**src/rtl/otp_pkg.sv**
```systemverilog
// Shared one-time-pad datapath sizing and the collector state encoding.
// Used by the shifter/collector pair so both sides agree on slice geometry.
package otp_pkg;
  localparam int KEY_SIZE   = 16;
  localparam int MSG_SIZE   = 240;
  localparam int NUM_CHUNKS = MSG_SIZE / KEY_SIZE;
  localparam int CNT_W      = $clog2(NUM_CHUNKS + 1);

  typedef enum logic [1:0] {
    IDLE    = 2'd0,
    COLLECT = 2'd1,
    DONE    = 2'd2
  } state_t;
endpackage

```
**src/rtl/otp_xor_collector_if.sv**
```systemverilog
// Slice stream in, ciphertext/status out; master drives, slave is the collector.
interface otp_xor_collector_if;
  import otp_pkg::*;

  logic                start;
  logic                chunk_valid;
  logic [KEY_SIZE-1:0] chunk_in;
  logic [KEY_SIZE-1:0] key_in;
  logic                busy;
  logic                done;
  logic                slice_valid;
  logic [KEY_SIZE-1:0] slice_out;
  logic [CNT_W-1:0]    chunk_count;
  logic [MSG_SIZE-1:0] cipher_out;

  modport master (
    output start, chunk_valid, chunk_in, key_in,
    input  busy, done, slice_valid, slice_out, chunk_count, cipher_out
  );

  modport slave (
    input  start, chunk_valid, chunk_in, key_in,
    output busy, done, slice_valid, slice_out, chunk_count, cipher_out
  );
endinterface

```
**src/rtl/otp_xor_slice.sv**
```systemverilog
// Registered XOR of one slice with its key; one-cycle latency, no backpressure.
// Data holds between strobes so the output is stable for slow consumers.
module otp_xor_slice
  import otp_pkg::*;
(
  input  logic                clk,
  input  logic                rst_n,
  input  logic                i_vld,
  input  logic [KEY_SIZE-1:0] i_dat,
  input  logic [KEY_SIZE-1:0] i_key,
  output logic                o_vld,
  output logic [KEY_SIZE-1:0] o_dat
);
  logic                r_vld;
  logic [KEY_SIZE-1:0] r_dat;

  always_ff @(posedge clk or negedge rst_n) begin
    if (!rst_n) begin
      r_vld <= 1'b0;
      r_dat <= '0;
    end else begin
      r_vld <= i_vld;
      if (i_vld) r_dat <= i_dat ^ i_key;
    end
  end

  assign o_vld = r_vld;
  assign o_dat = r_dat;
endmodule

```
**src/rtl/otp_xor_collector.sv**
```systemverilog
// Absorbs NUM_CHUNKS XOR-encrypted slices MSB-first into the ciphertext; 1-cycle
// slice latency, no backpressure (bubbles allowed), start aborts and rearms.
module otp_xor_collector
  import otp_pkg::*;
(
  input  logic              clk,
  input  logic              rst_n,
  otp_xor_collector_if.slave bus
);
  state_t              r_state;
  logic                r_busy;
  logic                r_done;
  logic [CNT_W-1:0]    r_count;
  logic [MSG_SIZE-1:0] r_cipher;

  logic                w_absorb;
  logic                w_last;
  logic [KEY_SIZE-1:0] w_xor;

  // start outranks a coincident valid slice, which is dropped
  assign w_absorb = (r_state == COLLECT) && bus.chunk_valid && !bus.start;
  assign w_last   = (r_count == CNT_W'(NUM_CHUNKS - 1));
  assign w_xor    = bus.chunk_in ^ bus.key_in;

  always_ff @(posedge clk or negedge rst_n) begin
    if (!rst_n) begin
      r_state  <= IDLE;
      r_busy   <= 1'b0;
      r_done   <= 1'b0;
      r_count  <= '0;
      r_cipher <= '0;
    end else begin
      r_done <= 1'b0;
      if (bus.start) begin
        r_state  <= COLLECT;
        r_busy   <= 1'b1;
        r_count  <= '0;
        r_cipher <= '0;
      end else begin
        case (r_state)
          IDLE: begin
            r_busy <= 1'b0;
          end
          COLLECT: begin
            if (w_absorb) begin
              r_cipher <= {r_cipher[MSG_SIZE-KEY_SIZE-1:0], w_xor};
              r_count  <= r_count + 1'b1;
              if (w_last) begin
                r_state <= DONE;
                r_busy  <= 1'b0;
                r_done  <= 1'b1;
              end
            end
          end
          DONE: begin
            r_state <= IDLE;
            r_busy  <= 1'b0;
          end
          default: begin
            r_state <= IDLE;
            r_busy  <= 1'b0;
          end
        endcase
      end
    end
  end

  otp_xor_slice u_slice (
    .clk   (clk),
    .rst_n (rst_n),
    .i_vld (w_absorb),
    .i_dat (bus.chunk_in),
    .i_key (bus.key_in),
    .o_vld (bus.slice_valid),
    .o_dat (bus.slice_out)
  );

  assign bus.busy        = r_busy;
  assign bus.done        = r_done;
  assign bus.chunk_count = r_count;
  assign bus.cipher_out  = r_cipher;
endmodule

```
**src/flat_wrapper.sv**
```systemverilog
// flat-port wrapper written by rule: the top's interface ports become plain ports
module otp_xor_collector_flat import otp_pkg::*;
  (clk, rst_n, bus_start, bus_chunk_valid, bus_chunk_in, bus_key_in, bus_busy, bus_done, bus_slice_valid, bus_slice_out, bus_chunk_count, bus_cipher_out);
  otp_xor_collector_if bus_i ();
  input  logic clk;
  input  logic rst_n;
  input wire logic [$bits(bus_i.start)-1:0] bus_start;
  input wire logic [$bits(bus_i.chunk_valid)-1:0] bus_chunk_valid;
  input wire logic [$bits(bus_i.chunk_in)-1:0] bus_chunk_in;
  input wire logic [$bits(bus_i.key_in)-1:0] bus_key_in;
  output wire logic [$bits(bus_i.busy)-1:0] bus_busy;
  output wire logic [$bits(bus_i.done)-1:0] bus_done;
  output wire logic [$bits(bus_i.slice_valid)-1:0] bus_slice_valid;
  output wire logic [$bits(bus_i.slice_out)-1:0] bus_slice_out;
  output wire logic [$bits(bus_i.chunk_count)-1:0] bus_chunk_count;
  output wire logic [$bits(bus_i.cipher_out)-1:0] bus_cipher_out;
  assign bus_i.start = bus_start;
  assign bus_i.chunk_valid = bus_chunk_valid;
  assign bus_i.chunk_in = bus_chunk_in;
  assign bus_i.key_in = bus_key_in;
  assign bus_busy = bus_i.busy;
  assign bus_done = bus_i.done;
  assign bus_slice_valid = bus_i.slice_valid;
  assign bus_slice_out = bus_i.slice_out;
  assign bus_chunk_count = bus_i.chunk_count;
  assign bus_cipher_out = bus_i.cipher_out;
  otp_xor_collector u_core (.clk(clk), .rst_n(rst_n), .bus(bus_i));
endmodule
```
**config.mk**
```make
export PLATFORM = sky130hd
export DESIGN_NAME = otp_xor_collector_flat
export DESIGN_NICKNAME = d
export VERILOG_FILES = /design/src/rtl/otp_pkg.sv /design/src/rtl/otp_xor_collector_if.sv /design/src/rtl/otp_xor_slice.sv /design/src/rtl/otp_xor_collector.sv /design/src/flat_wrapper.sv
export SDC_FILE = /design/constraint.sdc
export NUM_CORES = 1
export LEC_CHECK = 0
export ABC_CLOCK_PERIOD_IN_PS = 1400
export CELL_PAD_IN_SITES_DETAIL_PLACEMENT = 0
export CELL_PAD_IN_SITES_GLOBAL_PLACEMENT = 1
export CORE_ASPECT_RATIO = 1.25
export CORE_MARGIN = 4
export CORE_UTILIZATION = 33
export CTS_CLUSTER_SIZE = 24
export DETAILED_ROUTE_END_ITERATION = 10
export PLACE_DENSITY_LB_ADDON = 0.3
export SLEW_MARGIN = 20
export SYNTH_ARGS = -nofsm -noshare
export SYNTH_HDL_FRONTEND = slang
export SYNTH_HIERARCHICAL = 1
export SYNTH_SLANG_ARGS = --single-unit
```
**constraint.sdc**
```tcl
create_clock -name clk -period 1.4 [get_ports clk]
set_clock_uncertainty 0.15 [all_clocks]
set_input_delay 0.21 -clock clk [delete_from_list [all_inputs] [get_ports clk]]
set_output_delay 0.21 -clock clk [all_outputs]
set_load 0.02 [all_outputs]
```
==> reports/results.txt, run 1 <==
status - finished with violations
failing checks - setup timing
largest family of logic cells by synthesized area - simple AND/OR/NAND/NOR gates
Crit-path slowest cell - and3b_4
CP arrival - 1930 ps
syn avg cell area - 9.45 sq um
H-Tree Depth - 1
met1 wire length - 14.5 mm
WL final - 37.7 mm
most common cell after layout, fill and taps aside - nand2_1
Yosys Warn Count - 6
Syn-to-layout area delta - 73.5%
Post-Synth Simple-Gate Area - 17.4%
IO Pins - 299
Post-Syn Nets - 1,181
FILL cells - 2,793
Clock Tree Buf Depth - 3
Tightest Hold Check Type - in2async
Worst Path Required - 1720 ps
global-route wire length before repair - 57.0 mm
crit-path max cell delay - 420 ps
root buffer cell - clkbuf_16
Iter 0 DRT Violations - 631
Setup crit end kind - flip-flop
CTS tree - built
dpl hpwl - 25.5 mm
n_diodes - 0
CORE AREA - 32,100 sq um
sequential-to-total area share from yosys stat - 61.4%
initial antenna violation count - 0
PortBufs - 298
maximum vdd ir drop - 0.000812 V
Max-cap violations - 0
Synth Cell Area - 10,800 sq um
Core Rows - 73
routed len/inst - 17.4 um
Final setup viols - 524
Gate Count Post-Synth - 1,143
share of cells above drive strength 1 - 44.0%
#FFs+latches synth - 265
multiplexer area fraction after synthesis - 0%
Cell Area, Placed - 15,700 sq um
Inserted Clock Buffers - 29
Total Routing Usage GR - 19.9%
Static Leak - 8.67 nW
met2 WL post-DR - 20.0 mm
Final Cell Area - 18,700 sq um
GPL Wtd Cong - 0.838
Clock Latency Late Sink - 550 ps
Die H - 210 um
Reg2Reg Setup Slack - -210 ps
CP delay by family, top - simple AND/OR/NAND/NOR gates
path depth of the worst reg2reg path - 6
vias in the first global route - 10,500
Pwr Total - 18.4 mW
global route overflow - 0
antenna-violating nets left - 0
nets - 1,770
Final WS setup - -210 ps
minimum clock period - 1610 ps
RSZ-0062 raised after global routing - yes
Buf/Inv on CP - 3
met3 wire length - 2.40 mm
CP Max Fanout - 8
Pre-antenna DRT Iters - 5
Tightest Pin Transition - 386 ps
distinct cell type count after synthesis - 23
critical setup path kind - reg2reg
Die X - 170 um
Final period util - 115%
Worst-path clk slew - 60 ps
Sinks on Clock Net - 265
most frequent cells in the layout - nand2_1, buf_4, buf_6
routed vias - 10,200
type of origin of the critical path - flip-flop
Die Footprint - 35,700 sq um
slew margin rel. - 74.3%
Post-Synth XOR/XNOR Area - 2.59%
# DRC - 0
hold_ws - 17.7 ps
Starting Density - 33.7%
largest net degree at the start of global routing - 68
reg2reg start - u_core/r_state[1]
R2R Path End - u_core/bus.cipher_out[23]
adder-cell area share of the yosys netlist - 0.232%
max-slew violation count - 0
Vias/cell - 4.70
Power Density - 982 nW/um^2
Max Clk Rate - 0.621 GHz
Compound-Gate Fraction of Synth Area - 13.1%
Fin. Hold Viols - 0
worst-path cell chain - and3b_4 -> buf_6 -> clkbuf_16 -> buf_4 -> nand2_1 -> a21oi_2
Max Used Layer - met4
-- state kept, by name, indices dropped and copies added (netlist names) --
signal                  count
u_core/bus.cipher_out     240
u_core/r_state              2
u_core/bus.done             1
u_core/bus.chunk_count      4
u_core/u_slice/o_dat       16
u_core/bus.busy             1
u_core/u_slice/o_vld        1
-- routing by layer --
layer	track usage [%]	vias up
met4	5.39	0
met5	0	-
met3	4.28	54
met1	24.4	4946
li1	-	4902
met2	35.5	277
-- logic make-up (layout without fill, tap and decap cells) --
group                    after synthesis  in the layout
AO/OA/AOI/OAI                        264            264
XOR/XNOR                              32             32
adder cells (fa/ha/maj)                2              2
buffers and inverters                 87            698
flip-flops                           265            265
AND/OR/NAND/NOR                      493            493
-- final cells by class --
type | count | area (sq um) | area share (%)
inverter | 3 | 11.3 | 0.0601
tap | 412 | 515 | 2.75
clock inverter | 14 | 234 | 1.25
timing repair buffer | 642 | 6510 | 34.7
multi-input combinational | 791 | 4040 | 21.5
clock buffer | 39 | 813 | 4.34
sequential | 265 | 6630 | 35.4
-- timing repair --
item / 4_1_cts / 5_1_grt
pin swaps: 2 / 20
gates cloned: 1 / 9
hold endpoints to repair: 276 / 0
hold buffers: 5 / 0
resized for setup: 1574 / 133
endpoints found under the setup margin: 525 / 526
buffers inserted: 97 / 7
-- worst reg2reg max path, delay by kind of cell (launching register included) --
family	cells	cell delay (ps)
AOI/OAI and AO/OA	1	120
DFF	1	380
buffers and inverters	3	410
and+or+nand+nor	2	500
-- metrics by stage --
| stage | instances | setup WS [ps] | utilization (%) | setup TNS [ps] |
|---|---|---|---|---|
| floorplan | 1143 | 12.6 | - | 0 |
| global placement | 1994 | -400 | 49.1 | -87950 |
| detailed placement | 1994 | -459 | 49.1 | -96880 |
| CTS | 2150 | -172 | 56.0 | -49760 |
| global route | 2166 | -288 | 58.5 | -78470 |
| finish | 2166 | -210 | 58.5 | -46590 |
-- cells in the mapped netlist --
cell | count | share of area (%)
a211oi_1 | 16 | 1.1
a21oi_1 | 231 | 11
a21oi_2 | 13 | 1.1
a31o_2 | 1 | 0.081
a41o_1 | 1 | 0.093
and3b_1 | 1 | 0.081
and4_1 | 2 | 0.16
buf_2 | 27 | 1.3
buf_4 | 5 | 0.35
buf_6 | 25 | 2.6
clkbuf_1 | 27 | 0.94
dfrtp_1 | 265 | 61
ha_1 | 2 | 0.23
inv_1 | 3 | 0.10
nand2_1 | 451 | 16
nand2b_1 | 1 | 0.058
nand3_1 | 1 | 0.046
nand3b_1 | 1 | 0.070
nand4_1 | 1 | 0.058
nor2_1 | 33 | 1.1
o21ai_0 | 2 | 0.093
or3_1 | 2 | 0.12
xnor2_1 | 32 | 2.6
-- power by group --
group | total (mW) | switching (mW) | internal (mW)
registers | 7.93 | 0.123 | 7.81
clock network | 8.31 | 3.13 | 5.17
logic | 2.16 | 1.17 | 0.989
total | 18.4 | 4.43 | 14.0
-- worst max path at each step --
stage / start / end / slack [ps] / depth (start not counted)
2_1_floorplan: u_core/r_state[1] / u_core/u_slice/o_dat[13] / 10 / 4
3_5_place_dp: bus_chunk_valid / u_core/bus.cipher_out[70] / -460 / 6
5_1_grt: u_core/r_state[1] / u_core/bus.cipher_out[31] / -290 / 5
3_3_place_gp: bus_chunk_valid / u_core/bus.cipher_out[39] / -400 / 6
6_report: u_core/r_state[1] / u_core/bus.cipher_out[23] / -210 / 6
4_1_cts: u_core/r_state[1] / u_core/bus.cipher_out[131] / -170 / 5
Power figures use the tool's default switching activity.
==> run 2, diff against run 1 <==
--- a/config.mk
+++ b/config.mk
@@ -5,14 +5,16 @@
 export SDC_FILE = /design/constraint.sdc
 export NUM_CORES = 1
 export LEC_CHECK = 0
+export ABC_AREA = 1
 export ABC_CLOCK_PERIOD_IN_PS = 1400
 export CELL_PAD_IN_SITES_DETAIL_PLACEMENT = 0
 export CELL_PAD_IN_SITES_GLOBAL_PLACEMENT = 1
 export CORE_ASPECT_RATIO = 1.25
 export CORE_MARGIN = 4
-export CORE_UTILIZATION = 33
+export CORE_UTILIZATION = 32
 export CTS_CLUSTER_SIZE = 24
 export DETAILED_ROUTE_END_ITERATION = 10
+export MAX_ROUTING_LAYER = met4
 export PLACE_DENSITY_LB_ADDON = 0.3
 export SLEW_MARGIN = 20
 export SYNTH_ARGS = -nofsm -noshare
==> run 2 against run 1 <==
Effect of this change:
- the flow finishes with violations (hold timing, setup timing)
- clock power fell by 3.7%
- sequential share of layout area increased by 0.95 points
- hold slack got worse by 52 ps
- via count decreased by 2.9%
- combinational power fell by 9%
- global-route usage down 0.45 points
- routed wire length down 3.2%
- first-iteration DRC count decreased by 18%
- setup slack improved by 65 ps
- largest cell class unchanged
==> reports/results.txt, run 2 <==
Yosys Warn Count - 6 (unchanged)
dpl cells - 2,040 (+2.3%)
CORE AREA - 32,000 sq um (-0.28%)
RSZ-0062 raised after global routing - yes
minimum clock period - 1540 ps (-64.6 ps)
dpl hpwl - 23.6 mm (-7.4%)
Worst-path clk slew - 60 ps (about the same)
global route overflow - 0 (unchanged)
antenna-violating nets left - 0 (unchanged)
Tightest Hold Check Type - in2async
max-slew violation count - 0 (unchanged)
Die H - 210 um (-0.20%)
largest net degree at the start of global routing - 60 (-12%)
routed vias - 9,879 (-2.9%)
Post-Synth XOR/XNOR Area - 1.43% (-1.2 points)
root buffer cell - clkbuf_16
Iter 0 DRT Violations - 520 (-18%)
#FFs+latches synth - 265 (unchanged)
initial antenna violation count - 0 (unchanged)
critical path launch point - u_core/r_state[1]
failing checks - hold timing, setup timing
Total Routing Usage GR - 19.5% (-0.45 points)
max reg flops - 240 (unchanged)
Final period util - 110% (-4.6 points)
Final WS setup - -145 ps (+64.6 ps)
Starting Density - 32.6% (-1.1 points)
vias in the first global route - 10,100 (-3.7%)
Final setup viols - 512 (-2.3%)
Synth area leaders - dfrtp_1, nand2_1, nand3_1, buf_2, xnor2_1
IO Pins - 299 (unchanged)
Vias/cell - 4.41 (-6.2%)
status - finished with violations
FILL cells - 2,892 (+3.5%)
Die Footprint - 35,600 sq um (-0.40%)
Pre-antenna DRT Iters - 5 (unchanged)
number of synthesized flops with an enable pin - 0 (unchanged)
PortBufs - 298 (unchanged)
Clock Latency Late Sink - 550 ps (about the same)
type of origin of the critical path - flip-flop
Inserted Clock Buffers - 28 (-3.4%)
CP arrival - 1880 ps (-50 ps)
CP Max Fanout - 7 (-1)
most common cell after layout, fill and taps aside - nand2_1
post-synth top area share - 63.6% (+2.2 points)
Static Leak - 10.4 nW (+20%)
multiplexer area fraction after synthesis - 0% (unchanged)
nets - 1,846 (+4.3%)
asr flop ratio synth - 100% (unchanged)
WL final - 36.6 mm (-3.2%)
Post-Synth Simple-Gate Area - 29.1% (+12 points)
Main synth FF type - dfrtp_1
Power Density - 980 nW/um^2 (-0.20%)
global-route wire length before repair - 54.0 mm (-5.3%)
Core Rows - 73 (unchanged)
synth cell count leaders - nand2_1, dfrtp_1, inv_1, nand3_1, buf_2
Synth Cell Area - 10,400 sq um (-3.4%)
Max Clk Rate - 0.647 GHz (+4.2%)
Post-Syn Nets - 1,227 (+3.9%)
Worst Path Required - 1740 ps (+20 ps)
GPL Wtd Cong - 0.801 (-4.4%)
reg2reg start - u_core/r_state[1]
share of cells above drive strength 1 - 37.7% (-6.3 points)
Max-cap violations - 0 (unchanged)
maximum vdd ir drop - 0.000786 V (-3.1%)
Tightest Pin Transition - 326 ps (-59.5 ps)
adder-cell area share of the yosys netlist - 0.240% (+0.0083 points)
Fin. Hold Viols - 16 (+16)
largest family of logic cells by synthesized area - simple AND/OR/NAND/NOR gates
CTS Hold Buffers Added - 1 (-4)
n_diodes - 0 (unchanged)
Synth area leader - dfrtp_1
H-Tree Depth - 1 (unchanged)
most frequent cells in the layout - nand2_1, buf_4, buf_6
syn avg cell area - 8.77 sq um (-7.2%)
hold_ws - -34.3 ps (-52.0 ps)
Layout Cells excl Fill - 2,242 (+3.5%)
distinct cell type count after synthesis - 20 (-13%)
# DRC - 0 (unchanged)
Die X - 169 um (-0.20%)
Sinks on Clock Net - 265 (unchanged)
critical setup path kind - reg2reg
Pwr Total - 17.9 mW (-2.8%)
slew margin rel. - 78.3% (+4.0 points)
CTS tree - built
count leader, synth - nand2_1
Syn-to-layout area delta - 75.0%
sequential-to-total area share from yosys stat - 63.6% (+2.2 points)
Compound-Gate Fraction of Synth Area - 1.01% (-12 points)
routed len/inst - 16.3 um (-6.4%)
Setup crit end kind - flip-flop
Gate Count Post-Synth - 1,189 (+4.0%)
Clock Tree Buf Depth - 3 (unchanged)
run 2: changes by cell type after synthesis, sizes merged, moves of 9 or more:
cell    before  now
a211oi      16    0
a21oi      244    0
buf         57   48
clkbuf      27    8
inv          3   39
nand2      451  746
nand3        1   37
nor2        33    5
o21ai        2   18
xnor2       32   17
run 2: logic make-up after synthesis:
kind of cell,Yosys count
and+or+nand+nor,790
xor gates and xnor gates,17
buffers and inverters,95
AOI/OAI and AO/OA,20
adders and majority gates,2
DFF,265
run 2: through the flow:
stage / worst slack, ps / hold WS [ps] / util, % / cell area (sq um) / TNS, ps
after floorplan: -176 / -236 / - / 10500 / -5330
after global placement: -501 / -57.7 / 47.9 / 15300 / -104890
after detailed placement: -526 / -60.2 / 47.9 / 15300 / -107690
after CTS: -146 / -44.4 / 55.3 / 17700 / -38090
after global routing: -230 / -34.0 / 57.1 / 18300 / -67630
final: -145 / -34.3 / 57.1 / 18300 / -35180
run 2: area by class of cell:
type	instances	area [sq um]	area share (%)
clock buffers	40	836	4.58
clock inverters	12	174	0.953
inverters	39	170	0.932
multi-input cells	829	3400	18.6
flip-flops and latches	265	6630	36.3
well taps	412	515	2.82
repair buffers	644	6520	35.7
repair inverters	1	8.76	0.0480
run 2: final timing paths:
| check | to | slack [ps] | cells past startpoint |
|---|---|---|---|
| max in group asynchronous | u_core/bus.cipher_out[45] | 530 | 3 |
| min | u_core/bus.cipher_out[229] | -30 | 2 |
| max | u_core/bus.cipher_out[103] | -140 | 9 |
| min reg2reg | u_core/bus.cipher_out[233] | 340 | 2 |
| min in group clk | u_core/u_slice/o_dat[10] | 210 | 4 |
| max reg2reg | u_core/bus.cipher_out[103] | -140 | 9 |
run 2: metal layers:
layer | up-vias | wire [um] | GRT usage, %
li1 | 4861 | - | -
met1 | 4687 | 14500 | 23.3
met2 | 293 | 18800 | 33.1
met3 | 38 | 2540 | 4.73
met4 | 0 | 718 | 4.97
met5 | - | 0 | -
run 2: timing repair:
| action | 4_1_cts | 5_1_grt |
|---|---|---|
| buffers inserted | 124 | 7 |
| gates cloned | 1 | 17 |
| pin swaps | 1 | 7 |
| gates resized for setup | 1604 | 37 |
| endpoints found under the hold margin | 265 | 16 |
| setup endpoints to repair | 506 | 508 |
run 2: worst max-delay path, stage by stage (launching register included):
cell and delay (ps):
dfrtp_1 390, inv_2 80, nand3_4 100, nor2_4 120
buf_12 140, buf_6 100, clkbuf_16 150, buf_4 120
nand2_2 70, nand2_1 60
run 2: power by group:
part | total (mW) | switching (mW) | internal, mW
registers | 7.91 | 0.115 | 7.80
clock network | 8.00 | 3.11 | 4.89
logic | 1.97 | 1.02 | 0.944
total | 17.9 | 4.25 | 13.6
==> run 3, diff against run 2 <==
--- a/config.mk
+++ b/config.mk
@@ -16,6 +16,7 @@
 export DETAILED_ROUTE_END_ITERATION = 10
 export MAX_ROUTING_LAYER = met4
 export PLACE_DENSITY_LB_ADDON = 0.3
+export REMOVE_ABC_BUFFERS = 1
 export SLEW_MARGIN = 20
 export SYNTH_ARGS = -nofsm -noshare
 export SYNTH_HDL_FRONTEND = slang
==> run 3 against run 2 <==
Effect of this change:
- sequential power about the same
- largest cell class unchanged
- the flow finishes with violations (setup timing)
- hold slack improved by 42 ps
- critical path type unchanged
- cell area up 0.10%
- global-route usage down 1.6 points
- final cell count hardly changed
==> reports/results.txt, run 3 (synthesis gave the netlist of run 2 again) <==
Sinks on Clock Net - 265 (unchanged)
minimum clock period - 1500 ps (-48.1 ps)
Starting Density - 32.6% (unchanged)
Die H - 210 um (unchanged)
FILL cells - 2,930 (+1.3%)
IO Pins - 299 (unchanged)
vias in the first global route - 9,324 (-8.0%)
Static Leak - 10.4 nW (+0.61%)
maximum vdd ir drop - 0.000670 V (-15%)
hold_ws - 8.07 ps (+42.4 ps)
most frequent cells in the layout - nand2_1, buf_4, buf_6
Die X - 169 um (unchanged)
Max-cap violations - 0 (unchanged)
Power Density - 942 nW/um^2 (-3.8%)
Worst Path Required - 1670 ps (-70 ps)
Clock Tree Buf Depth - 3 (unchanged)
largest net degree at the start of global routing - 36 (-40%)
type of origin of the critical path - flip-flop
Fin. Hold Viols - 0 (-16)
routed vias - 9,758 (-1.2%)
antenna-violating nets left - 0 (unchanged)
failing checks - setup timing
CORE AREA - 32,000 sq um (unchanged)
status - finished with violations
Final WS setup - -96.9 ps (+48.1 ps)
multi-input logic area - 3510 sq um (+3.3%)
path depth of the worst reg2reg path - 8 (-1)
share of cells above drive strength 1 - 39.3% (+1.6 points)
Clock Latency Late Sink - 560 ps (about the same)
Cell Area, Placed - 14,600 sq um (-4.9%)
Final Cell Area - 18,300 sq um (+0.10%)
Reg2Reg Setup Slack - -100 ps (+50 ps)
Inserted Clock Buffers - 28 (unchanged)
global route overflow - 0 (unchanged)
Worst-path clk slew - 60 ps (about the same)
max reg flops - 240 (unchanged)
RSZ-0062 raised after global routing - yes
critical path launch point - u_core/r_state[1]
most common cell after layout, fill and taps aside - nand2_1
root buffer cell - clkbuf_16
routed len/inst - 14.7 um (-10%)
setup TNS - -20,450 ps (+14,730 ps)
WL final - 32.8 mm (-10%)
R2R Path End - u_core/bus.cipher_out[137]
# DRC - 0 (unchanged)
Syn-to-layout area delta - 75.2%
critical setup path kind - reg2reg
CP endpoint - u_core/bus.cipher_out[137]
Final period util - 107% (-3.4 points)
max-slew violation count - 0 (unchanged)
dpl hpwl - 19.9 mm (-16%)
GPL Wtd Cong - 0.767 (-4.3%)
Final setup viols - 499 (-2.5%)
H-Tree Depth - 1 (unchanged)
CP Max Fanout - 24 (+17)
n_diodes - 0 (unchanged)
nets - 1,846 (unchanged)
Setup crit end kind - flip-flop
PortBufs - 298 (unchanged)
Pre-antenna DRT Iters - 5 (unchanged)
slew margin rel. - 77.6% (-0.67 points)
Max Clk Rate - 0.668 GHz (+3.2%)
Total Routing Usage GR - 17.9% (-1.6 points)
Tightest Hold Check Type - in2async
CP arrival - 1770 ps (-110 ps)
initial antenna violation count - 0 (unchanged)
Core Rows - 73 (unchanged)
global-route wire length before repair - 50.3 mm (-6.9%)
Tightest Pin Transition - 336 ps (+10.0 ps)
reg2reg start - u_core/r_state[1]
CTS tree - built
Vias/cell - 4.36 (-1.1%)
Register Area - 6630 sq um (unchanged)
Die Footprint - 35,600 sq um (unchanged)
Iter 0 DRT Violations - 609 (+17%)
[run 3: cell type report]
| class | count | share of cell area [%] |
|---|---|---|
| tap | 412 | 2.82 |
| clock inverter | 8 | 0.377 |
| sequential | 265 | 36.3 |
| timing repair buffer | 645 | 35.8 |
| inverter | 39 | 0.911 |
| multi-input combinational | 829 | 19.2 |
| clock buffer | 42 | 4.62 |
[run 3: how the worst min path moves through the flow]
stage          startpoint                    endpoint
6_report            rst_n  u_core/bus.cipher_out[184]
3_3_place_gp        rst_n  u_core/bus.cipher_out[227]
5_1_grt             rst_n  u_core/bus.cipher_out[168]
3_5_place_dp        rst_n  u_core/bus.cipher_out[227]
4_1_cts             rst_n  u_core/bus.cipher_out[184]
2_1_floorplan       rst_n             u_core/bus.busy
[run 3: repair_timing]
action,CTS,global route
hold buffers,2,0
setup buffers,167,67
gates resized for setup,1617,76
endpoints found under the setup margin,490,510
pin swaps,2,19
endpoints found under the hold margin,265,0
cloned,7,4
[run 3: layer usage]
layer / GRT usage [%] / share of wire, %
met1: 21.9 / 41
met2: 29.9 / 50
met3: 3.98 / 6.6
met4: 5.36 / 2.5
met5: - / 0
[run 3: worst max-delay path, cell delays in order (launching register included)]
cell,delay [ps]
dfrtp_1,380
inv_2,80
nand3_4,90
nand2_4,120
clkinv_8,110
buf_12,140
buf_16,160
nand2_1,90
nand2_1,60
[run 3: power breakdown]
part | total, mW | internal [mW] | switching (mW)
sequential | 7.91 | 7.80 | 0.111
combinational | 1.91 | 0.917 | 0.993
clock | 7.39 | 4.33 | 3.07
total | 17.2 | 13.0 | 4.17
[run 3: through the flow]
step / std cells / power (mW) / utilization, % / setup slack [ps]
2_1_floorplan: 1133 / 8.60 / - / -7650
3_3_place_gp: 1944 / 9.57 / 45.6 / -394
3_5_place_dp: 1944 / 9.58 / 45.6 / -406
4_1_cts: 2170 / 17.3 / 54.5 / -113
5_1_grt: 2240 / 18.0 / 57.2 / -200
6_report: 2240 / 17.2 / 57.2 / -96.9
==> RTL edit 1 (settings of run 3) <==
The 3 states of `state_t` get a one-hot encoding in 3 bits.
--- a/src/rtl/otp_pkg.sv
+++ b/src/rtl/otp_pkg.sv
@@ -8,6 +8,6 @@
 
-  typedef enum logic [1:0] {
-    IDLE    = 2'd0,
-    COLLECT = 2'd1,
-    DONE    = 2'd2
+  typedef enum logic [2:0] {
+    IDLE    = 3'b001,
+    COLLECT = 3'b010,
+    DONE    = 3'b100
   } state_t;
Check against the original RTL: same outputs for any inputs over 4 cycles, from zero or initial values and one cycle with rst_n low; so few cycles prove little.
==> RTL edit 1 against run 3 <==
The flow finishes with violations (hold timing, setup timing). Worst setup slack got worse by 0.11 ns. Sequential cell count increased by 1. Area after synthesis increased by 6.9%. Sequential share of layout area decreased by 2.6 points. Sequential power increased by 1%. Count of clock-buffer cells in the layout decreased by 2. Cell area increased by 8.3%. Routed wire length increased by 14%. Power increased by 11%. Die area increased by 6.6%.
==> RTL edit 1: results (changes against run 3) <==
Synthesis:
- The post-synthesis cell type count is 19 (-5.0%).
- The average size of a mapped cell is 9.00 sq um (+2.6%).
- By count the netlist is led by nand2_1 (553), dfrtp_1 (265), nand3_1 (262).
- In the post-synthesis netlist, the biggest area contributors are dfrtp_1 (59%), nand2_1 (19%), nand3_1 (12%).
- The proportion of synthesized chip area in sequential cells is 0.597 (-0.0388).

Global routing:
- The met2 track demand over resource in global routing is 0.317 (+0.0187).
- The global-route wire length before repair is 55500 microns (+11%).
- The total global-route track usage is 0.184 (+0.00450).
- The met3 routing resource usage after global routing is 0.0408 (+0.00108).
- The met1 demand-to-capacity share in global routing came to 0.218 (-0.00137).
- The maximum number of pins on one net before global-route repair was 63 (+75%).

Worst setup path:
- The maximum net fanout on the critical path was 13 (-46%).
- The arrival time reported for the critical path endpoint is 1.89 ns (+0.12 ns).

Layout:
- The count of nets after finishing is 1918 (+3.9%).
- The fraction of layout cells with a size suffix above 1 is 0.441 (+0.0473).
- The layout filler cell count came to 3117 (+6.4%).
- The final cell count without fillers is 2370 (+5.8%).

STA:
- The setup-violating endpoint count in the final report came to 523 (+4.8%).
- The final setup slack of the worst path was -0.211 ns (-0.114 ns).
- The worst hold-check slack is -0.0389 ns (-0.0470 ns).
- The final count of hold timing violations was 15 (+15).
- The final-layout setup total negative slack was -48.41 ns (-27.96 ns).
- The worst-margin pin slew is 0.381 ns (+0.0451 ns).

Pwr:
- The worst voltage drop across the vdd grid is 0.847 mV (+27%).

Clocking:
- The number of hold-repair buffers added at the cts stage is 1 (-1).
- The number of buffers created by CTS is 29 (+3.6%).

Placed design:
- The placed cell count is 2074 (+6.7%).
- The half-perimeter wire length after detailed placement is 22600 microns (+14%).
- The final weighted congestion in routability-driven placement is 0.778 (+1.5%).

Route:
- The sum of routed wire length over all layers was 37500 microns (+14%).
- The routed via count came to 10670 (+9.3%).

Outcome:
- The final reports fail on hold timing, setup timing.
- The run finished, with violations left.
RTL edit 1: logic make-up after synthesis:
kind of cell               synth area share
and+or+nand+nor                       0.312
DFF                                   0.597
buffers and inverters                0.0759
xor gates and xnor gates             0.0133
adders and majority gates           0.00224
RTL edit 1: cell type report:
class                      instances  share of cell area
sequential                       266               0.337
clock buffer                      40              0.0433
multi-input combinational        851               0.217
timing repair inverter             1             0.00101
clock inverter                    13             0.00879
inverter                          41             0.00886
tap                              468              0.0296
timing repair buffer             690               0.355
RTL edit 1: timing repair:
action / 4_1_cts / 5_1_grt
resized for setup: 1639 / 145
endpoints found under the setup margin: 524 / 527
hold endpoints to repair: 266 / 15
pin swaps: 13 / 64
cloned: 3 / 15
buffers inserted: 159 / 65
RTL edit 1: critical path, cell delays in order (launching register included):
cell,delay (ns)
dfstp_2,0.52
inv_2,0.04
nand3_4,0.08
nor2_4,0.05
buf_12,0.16
buf_16,0.16
clkbuf_16,0.18
nand3_1,0.07
nand2_1,0.06
RTL edit 1: routing by layer:
layer | part of all wire | vias to the layer above | wire length, microns
met5 | 0 | - | 0
met4 | 0.025 | 0 | 938
met3 | 0.061 | 51 | 2270
met2 | 0.52 | 278 | 19600
met1 | 0.39 | 5117 | 14700
li1 | - | 5224 | -
RTL edit 1: final timing paths:
| path | startpoint | end | cells after the start |
|---|---|---|---|
| min | rst_n | u_core/bus.cipher_out[17] | 2 |
| max in group asynchronous | rst_n | u_core/bus.cipher_out[87] | 3 |
| max reg2reg | u_core/r_state[0] | u_core/bus.cipher_out[192] | 8 |
| min reg2reg | u_core/bus.cipher_out[235] | u_core/bus.cipher_out[235] | 2 |
| min in group clk | bus_chunk_valid | u_core/bus.cipher_out[83] | 4 |
| max | u_core/r_state[0] | u_core/bus.cipher_out[192] | 8 |
RTL edit 1: through the flow:
stage,area [sq um],power (mW),worst slack [ns]
final,19800,19.2,-0.211
after global routing,19800,20.0,-0.264
after CTS,18300,18.9,-0.174
after detailed placement,15500,10.3,-0.432
after global placement,15500,10.3,-0.407
after floorplan,10500,8.87,-5.30
RTL edit 1: report_power, final:
group | total [mW] | internal, mW | switching, mW
Combinational | 2.98 | 1.39 | 1.59
Sequential | 8.02 | 7.87 | 0.147
Clock | 8.20 | 5.00 | 3.19
Total | 19.2 | 14.3 | 4.92
==> RTL edit 2 (settings of run 3) <==
Made on the original files. Set the package constant `KEY_SIZE` to 8 (it was 16).
--- a/src/rtl/otp_pkg.sv
+++ b/src/rtl/otp_pkg.sv
@@ -3,3 +3,3 @@
 package otp_pkg;
-  localparam int KEY_SIZE   = 16;
+  localparam int KEY_SIZE   = 8;
   localparam int MSG_SIZE   = 240;
Ports: changed (resized bus_chunk_count, bus_chunk_in, bus_key_in and bus_slice_out); port bits go from 299 to 276. The function was not compared with the original's and may differ.
==> RTL edit 2 against run 3 <==
The run ends with hold timing, setup timing left. Combinational power decreased by 17%. Maximum frequency decreased by 0.77%. Clock power decreased by 7.8%. Area after synthesis decreased by 3.9%. Routed wire length decreased by 3.3%. Non-clock buffer count decreased by 234. Cell area decreased by 11%. Power decreased by 7.1%. Via count decreased by 19%. Global-route usage decreased by 1.8 points. Worst setup slack got worse by 0.012 ns. Sequential cell count decreased by 7. Critical path type unchanged.
==> RTL edit 2: results (changes against run 3) <==
Outcome:
- The checks that failed: hold timing, setup timing.
- The run finished, with violations left.

Synthesis:
- The proportion of synthesized chip area in sequential cells is 0.644 (+0.00847).
- The synthesized-area fraction occupied by adder cells is 0.00250 (+0.0000979).
- After synthesis, the cell types taking the most area are dfrtp_1 (64%), o22ai_1 (12%), inv_1 (9.5%).
- The area fraction in compound gates after synthesis is 0.174 (+0.164).
- The average size of a mapped cell is 11.1 sq um (+27%).
- In the synthesized netlist, the cells that appear most often are dfrtp_1 (258), inv_1 (253), o22ai_1 (194).

Placed design:
- The half-perimeter wire length after detailed placement is 18300 microns (-7.9%).
- The count of input and output buffers is 275 (-7.7%).
- The pre-CTS setup slack is -0.442 ns (-0.0354 ns).
- The placed cell area is 0.0132 sq mm (-9.1%).

Pwr:
- The worst voltage drop across the vdd grid is 0.729 mV (+8.8%).
- The combinational cell fraction of total power is 0.100 (-0.011).
- The clock share of power is 0.426 (-0.004).
- The internal power consumption is 12.1 mW (-7.0%).

STA:
- The setup-violating endpoint count in the final report is 491 (-1.6%).
- The final count of hold timing violations is 15 (+15).
- The final setup slack of the worst path is -0.109 ns (-0.0116 ns).
- The worst hold-check slack came to -0.0351 ns (-0.0432 ns).

Route:
- The routed via count is 7906 (-19%).
- The number of detailed-routing iterations run before antenna repair is 4 (-1).
- The first-iteration detailed-routing DRC count came to 309 (-49%).
- The sum of routed wire length over all layers was 31800 microns (-3.3%).

Global routing:
- The number of global-route vias before repair is 7655 (-18%).
- The total global-route track usage was 0.161 (-0.0180).
- The global-route wire length before repair is 43400 microns (-14%).

Clocking:
- The number of buffers created by CTS was 27 (-3.6%).
- The number of hold-repair buffers added at the cts stage is 1 (-1).

Layout:
- The count of nets after finishing was 1312 (-29%).
- The layout filler cell count is 2749 (-6.2%).
- The post-route cell area came to 0.0163 sq mm (-11%).

Worst setup path:
- The endpoint identified for the worst register-to-register timing path is u_core/bus.cipher_out[189].
[RTL edit 2: worst max-delay path by stage]
stage	slack [ns]	end	cells past startpoint	start
2_1_floorplan	-1.51	u_core/bus.chunk_count[0]	6	u_core/r_state[1]
3_3_place_gp	-0.42	u_core/bus.cipher_out[235]	5	bus_start
3_5_place_dp	-0.44	u_core/bus.cipher_out[45]	5	bus_chunk_valid
4_1_cts	-0.13	u_core/bus.cipher_out[239]	6	u_core/r_state[1]
5_1_grt	-0.17	u_core/bus.cipher_out[69]	6	u_core/r_state[0]
6_report	-0.11	u_core/bus.cipher_out[189]	7	u_core/r_state[1]
[RTL edit 2: cell type report]
cell class | instances | share of cell area
multi-input cells | 335 | 0.170
inverters | 256 | 0.0593
clock buffers | 34 | 0.0456
repair inverters | 1 | 0.000461
repair buffers | 411 | 0.291
well taps | 407 | 0.0313
flip-flops and latches | 258 | 0.397
clock inverters | 10 | 0.00538
[RTL edit 2: stage by stage]
| stage | power [mW] | hold WS (ns) | setup TNS, ns |
|---|---|---|---|
| 2_1_floorplan | 8.18 | -0.236 | -257.33 |
| 3_3_place_gp | 8.82 | -0.0864 | -97.24 |
| 3_5_place_dp | 8.83 | -0.0883 | -101.81 |
| 4_1_cts | 15.9 | -0.0529 | -34.09 |
| 5_1_grt | 16.7 | -0.0287 | -47.45 |
| 6_report | 16.0 | -0.0351 | -21.29 |
[RTL edit 2: metal layers]
metal / routed length, microns / GRT usage / up-vias / part of all wire
met1: 13400 / 0.204 / 3889 / 0.42
met4: 505 / 0.0354 / 0 / 0.016
met3: 3090 / 0.0708 / 31 / 0.097
li1: - / - / 3733 / -
met5: 0 / - / - / 0
met2: 14800 / 0.242 / 253 / 0.47
